==> src/rtl/sv_uart_rx_packer_if.sv <==
// sv_uart_rx_packer_if: byte-in / word-out stream handshake bundle for the UART rx packer.
interface sv_uart_rx_packer_if #(parameter int DATA_WIDTH = 24);
   logic [7:0]            s_axis_tdata;
   logic                  s_axis_tvalid;
   logic                  s_axis_tready;
   logic [DATA_WIDTH-1:0] m_axis_tdata;
   logic                  m_axis_tvalid;
   logic                  m_axis_tready;
   modport master (
      output s_axis_tdata, s_axis_tvalid, m_axis_tready,
      input  s_axis_tready, m_axis_tdata, m_axis_tvalid
   );
   modport slave (
      input  s_axis_tdata, s_axis_tvalid, m_axis_tready,
      output s_axis_tready, m_axis_tdata, m_axis_tvalid
   );
endinterface

==> src/rtl/sv_uart_rx_packer.sv <==
// sv_uart_rx_packer: packs received UART bytes MSB-first into DATA_WIDTH words,
// discarding stale partial words after a programmable inter-byte timeout.
module sv_uart_rx_packer #(
   parameter int DATA_WIDTH = 24
) (
   input  logic                      iclk,
   input  logic                      irst,
   sv_uart_rx_packer_if.slave        axis,
   input  logic [23:0]               itimeout,
   output logic                      otimeout,
   output logic [15:0]               odrop_cnt
);
   localparam int WORDS_NUM = DATA_WIDTH / 8;
   localparam int CW = $clog2(WORDS_NUM);
   localparam int SW = DATA_WIDTH - 8;
   logic [CW-1:0] byte_cnt;
   logic [SW-1:0] shreg;
   logic [23:0]   idle_cnt;
   logic          last, acc, hs, fire;
   // Timeout fires on the idle cycle that brings the count up to itimeout; a byte in that cycle wins.
   always_comb begin
      last = byte_cnt == CW'(WORDS_NUM - 1);
      axis.s_axis_tready = !(last && axis.m_axis_tvalid && !axis.m_axis_tready);
      acc = axis.s_axis_tvalid && axis.s_axis_tready;
      hs = axis.m_axis_tvalid && axis.m_axis_tready;
      fire = !acc && byte_cnt != '0 && itimeout != '0 && ({1'b0, idle_cnt} + 25'd1 >= {1'b0, itimeout});
   end
   always_ff @(posedge iclk) begin
      if (irst) begin
         byte_cnt <= '0;
         shreg <= '0;
         idle_cnt <= '0;
         axis.m_axis_tdata <= '0;
         axis.m_axis_tvalid <= 1'b0;
         otimeout <= 1'b0;
         odrop_cnt <= '0;
      end else begin
         otimeout <= fire;
         if (acc) begin
            byte_cnt <= last ? '0 : byte_cnt + 1'b1;
            shreg <= last ? '0 : SW'({shreg, axis.s_axis_tdata});
         end else if (fire) begin
            byte_cnt <= '0;
            shreg <= '0;
         end
         idle_cnt <= (acc || fire || byte_cnt == '0) ? '0 : (idle_cnt == '1 ? idle_cnt : idle_cnt + 1'b1);
         if (fire && odrop_cnt != '1) odrop_cnt <= odrop_cnt + 1'b1;
         if (acc && last) begin
            axis.m_axis_tdata <= {shreg, axis.s_axis_tdata};
            axis.m_axis_tvalid <= 1'b1;
         end else if (hs) begin
            axis.m_axis_tvalid <= 1'b0;
         end
      end
   end
endmodule

==> src/flat_wrapper.sv <==
// flat-port wrapper written by rule: the top's interface ports become plain ports
module sv_uart_rx_packer_flat 
#(
   parameter int DATA_WIDTH = 24
)
  (iclk, irst, itimeout, otimeout, odrop_cnt, axis_s_axis_tdata, axis_s_axis_tvalid, axis_m_axis_tready, axis_s_axis_tready, axis_m_axis_tdata, axis_m_axis_tvalid);
  sv_uart_rx_packer_if #(.DATA_WIDTH(DATA_WIDTH)) axis_i ();
  input  logic iclk;
  input  logic irst;
  input  logic [23:0] itimeout;
  output logic otimeout;
  output logic [15:0] odrop_cnt;
  input wire logic [$bits(axis_i.s_axis_tdata)-1:0] axis_s_axis_tdata;
  input wire logic [$bits(axis_i.s_axis_tvalid)-1:0] axis_s_axis_tvalid;
  input wire logic [$bits(axis_i.m_axis_tready)-1:0] axis_m_axis_tready;
  output wire logic [$bits(axis_i.s_axis_tready)-1:0] axis_s_axis_tready;
  output wire logic [$bits(axis_i.m_axis_tdata)-1:0] axis_m_axis_tdata;
  output wire logic [$bits(axis_i.m_axis_tvalid)-1:0] axis_m_axis_tvalid;
  assign axis_i.s_axis_tdata = axis_s_axis_tdata;
  assign axis_i.s_axis_tvalid = axis_s_axis_tvalid;
  assign axis_i.m_axis_tready = axis_m_axis_tready;
  assign axis_s_axis_tready = axis_i.s_axis_tready;
  assign axis_m_axis_tdata = axis_i.m_axis_tdata;
  assign axis_m_axis_tvalid = axis_i.m_axis_tvalid;
  sv_uart_rx_packer #(.DATA_WIDTH(DATA_WIDTH)) u_core (.iclk(iclk), .irst(irst), .axis(axis_i), .itimeout(itimeout), .otimeout(otimeout), .odrop_cnt(odrop_cnt));
endmodule
==> config.mk <==
export PLATFORM = sky130hd
export DESIGN_NAME = sv_uart_rx_packer_flat
export DESIGN_NICKNAME = d
export VERILOG_FILES = /design/src/rtl/sv_uart_rx_packer_if.sv /design/src/rtl/sv_uart_rx_packer.sv /design/src/flat_wrapper.sv
export SDC_FILE = /design/constraint.sdc
export NUM_CORES = 1
export LEC_CHECK = 0
export ABC_AREA = 1
export CAP_MARGIN = 20
export CORE_MARGIN = 2
export CORE_UTILIZATION = 50
export CTS_BUF_LIST = sky130_fd_sc_hd__clkbuf_2
export DETAILED_ROUTE_END_ITERATION = 8
export PLACE_DENSITY = 0.79
export SLEW_MARGIN = 10
export SYNTH_ARGS = -nofsm -noshare
export SYNTH_HDL_FRONTEND = slang
export SYNTH_SLANG_ARGS = --single-unit
==> constraint.sdc <==
create_clock -name iclk -period 2.7 [get_ports iclk]
set_input_delay 0.54 -clock iclk [delete_from_list [all_inputs] [get_ports iclk]]
set_output_delay 0.54 -clock iclk [all_outputs]
set_load 0.1 [all_outputs]
==> flow_metrics.tcl <==
set metrics [dict create \
    initial_core_util 0.513 \
    worstPathBufferInverterCount 3 \
    reg2reg_from "u_core.idle_cnt[0]" \
    use_met1 0.316 \
    cts_tree "built" \
    synthesis.area_mm2 0.00474 \
    critPathKind "flop to flop" \
    finalNonFillerCells 947 \
    cts.sinks 84 \
    htree_levels 3 \
    numPlacedInstances 914 \
    coreArea_mm2 0.00924 \
    crit_path_cell_trace "ha_4 -> nand3_4 -> inv_4 -> nand3_4 -> inv_4 -> nand3_4 -> nor3_4 -> xor2_2 -> ha_1 -> nand2_1 -> nand2_1 -> nand3_1 -> nand2_1 -> nand2_1 -> nand3_2 -> nor2_4 -> nand3_4 -> nand2_4 -> nand3_4 -> clkbuf_16 -> nor2_1" \
    ios 79 \
    synth_seq_cells 84 \
    grt_pass1_wl_mm 20.5 \
    vias 4860 \
    worst_path_largest_cell_delay_ns 0.45 \
    synthAdderAreaFrac 0.0686 \
    regToRegSetupSlack_ns -0.23 \
    end_kind "flop" \
    routedWlPerCell_um 14.1 \
    ys_types 34 \
    hold_viol_final 0 \
    die_h_um 101 \
    fin_crit_ns 2.93 \
    synth-xor-area-share 0.0443 \
    rr_endpoint "u_core.idle_cnt[17]" \
    grt_pass1_vias 4482 \
    final_common_cell "nand2_1" \
    synth_warnings 0 \
    layout_setup_ws_ns -0.229 \
    hold_path_end "u_core.axis.m_axis_tdata[22]" \
    clk_latency_ns 0.58 \
    grtUsageMet2 0.431 \
    drive_gt1_frac 0.274 \
    synthSimpleGateAreaFrac 0.318 \
    grt_use_met3 0.0414 \
    cp.required_ns 3.22 \
    power_density_mw_per_mm2 362 \
    drtIter0Drc 301 \
    finalSetupViolations 59 \
    worst-path-max-fanout 12 \
    critical_path.startpoint_type "flop" \
    postCtsHoldBufs 0 \
    syn_inst 684 \
    overflow 0 \
    die_x_um 101 \
    synth_top_family_by_area "simple AND/OR/NAND/NOR gates" \
    grt_busiest_layer "met2" \
    synth-compound-area-share 0.101 \
    ctsRootBufferMaster "clkbuf_2" \
    synthMuxAreaShare 0 \
    port_buffers 78 \
    worst_pin_slew_ns 0.511 \
    cts_buffers 9 \
    reg2regPathDepth 21 \
    hold_depth 2 \
    timing.final.crit_share 1.08 \
    failed_checks "negative setup slack" \
    ir_drop_uv 239 \
    crit_path_top_delay_cell "dfxtp_4" \
    wirelength_mm 13.3 \
    fp-row-count 35 \
    synth_nets 746 \
    final_antenna_net_count 0 \
    drc_errors 0 \
    relSlewSlack 0.660 \
    maxCapViolCount 0 \
    n_antenna_cell 0 \
    fillCellCount 743 \
    grt_max_degree 50 \
    status "finished, violations left" \
    hold_path.class "flop to flop" \
    syn_to_final_growth_pct 36.6 \
    synth.area.top_cells "dfxtp_1 (35%), nand2_1 (10%), inv_1 (8.5%)" \
    dr.pass1.iters 5 \
    crit_arrival_ns 3.45 \
    antenna_found_initial 0 \
    final_util 0.701 \
    hpwl_mm 9.53 \
    hold_start "u_core.axis.m_axis_tdata[22]" \
    clock.fmax_mhz 341 \
    clock-skew-final_ns 0.0224 \
    clk_pin_slew_ns 0.27 \
    mostFrequentLayoutCells "nand2_1 (115), inv_1 (105), buf_4 (98), nor2_1 (90), dfxtp_1 (75)" \
    grt_usage 0.251 \
    finalMaxSlewViolations 0 \
    yosys.area.top_type "dfxtp_1" \
    cts_buffer_depth 2 \
    via_per_inst 5.13 \
    gp_congestion 0.939 \
    synth_top_area_share 0.354 \
    p_leak_nw 2.92 \
    crit_family "simple AND/OR/NAND/NOR gates" \
    fin_nets 875 \
    die-area_mm2 0.0103 \
    crit_path_frequent_cell "nand3_4" \
    syn_avg_cell_area_um2 6.94 \
    seq_area_frac_synth 0.354 \
    grt_setup_unrepaired "true" \
]
==> final cells by class <==
cell class	instances	area, µm²	share of cell area
Clock inverter	7	80.1	0.0124
Sequential cell	84	1700	0.262
Timing Repair Buffer	140	1210	0.187
Tap cell	129	161	0.0249
Multi-Input combinational cell	466	2860	0.441
Clock buffer	9	45.0	0.00695
Inverter	112	425	0.0657
==> registers in the layout, summed over array words and instances, names as in the netlist <==
name	flops
u_core.axis.m_axis_tdata	24
u_core.axis.m_axis_tvalid	1
u_core.byte_cnt	2
u_core.idle_cnt	24
u_core.odrop_cnt	16
u_core.otimeout	1
u_core.shreg	16
==> cell usage after synthesis, drive strengths merged <==
cell type	count
and2	2
nor2	106
xnor2	6
a21o	3
or2	1
ha	26
nor3	13
inv	110
nand4	23
dfxtp	84
o21ai	28
nand3	44
xor2	18
nand3b	3
clkbuf	13
clkinv	2
buf	10
a21oi	56
nor4	3
nand2	133
==> where the power goes <==
group / switching (mW) / leakage, nW / internal [mW]
registers: 0.0178 / 0.685 / 1.27
logic: 0.207 / 2.16 / 0.112
clock network: 0.511 / 0.0752 / 0.229
total: 0.735 / 2.92 / 1.61
==> through the flow <==
stage,setup TNS (ns),hold WS (ns),total power [mW],area (µm²),worst slack [ns]
finish,-10.81,0.462,2.34,6480,-0.229
global route,-22.26,0.483,2.43,6480,-0.427
CTS,-7.76,0.466,2.34,6280,-0.173
detailed placement,-11.77,0.437,1.61,5930,-0.247
global placement,-8.68,0.433,1.60,5930,-0.180
floorplan,-0.444,0.448,1.49,4840,-0.0520
==> worst register-to-register path, delay by kind of cell (launching register included) <==
family,cells,cell delay (ns)
DFF,1,0.45
xor gates and xnor gates,1,0.19
adders and majority gates,2,0.42
buffers and inverters,3,0.35
and+or+nand+nor,15,1.49
==> metal layers <==
layer / vias to the layer above / wire length (µm)
li1: 2425 / -
met1: 2257 / 5500
met2: 151 / 6790
met3: 27 / 737
met4: 0 / 291
met5: - / 0
==> how the worst max path moves through the flow <==
stage	start	endpoint	slack (ns)	cells after the start
after floorplan	u_core.idle_cnt[0]	u_core.shreg[10]	-0.05	23
after detailed placement	u_core.idle_cnt[1]	u_core.idle_cnt[3]	-0.25	20
after global routing	u_core.idle_cnt[12]	u_core.odrop_cnt[3]	-0.43	19
after CTS	u_core.idle_cnt[1]	u_core.idle_cnt[11]	-0.17	20
after global placement	u_core.idle_cnt[1]	u_core.idle_cnt[0]	-0.18	20
final	u_core.idle_cnt[0]	u_core.idle_cnt[17]	-0.23	21
==> kinds of logic after synthesis <==
logic type | Yosys count
xor+xnor | 24
flops | 84
compound gates | 87
simple gates | 328
fa+ha+maj | 26
buf+inv | 135
==> repair_timing <==
item	CTS	global route
buffers inserted	7	8
resized for setup	30	41
setup endpoints to repair	59	59
cloned	2	1
pin swaps	8	15
Power figures use the tool's default switching activity.
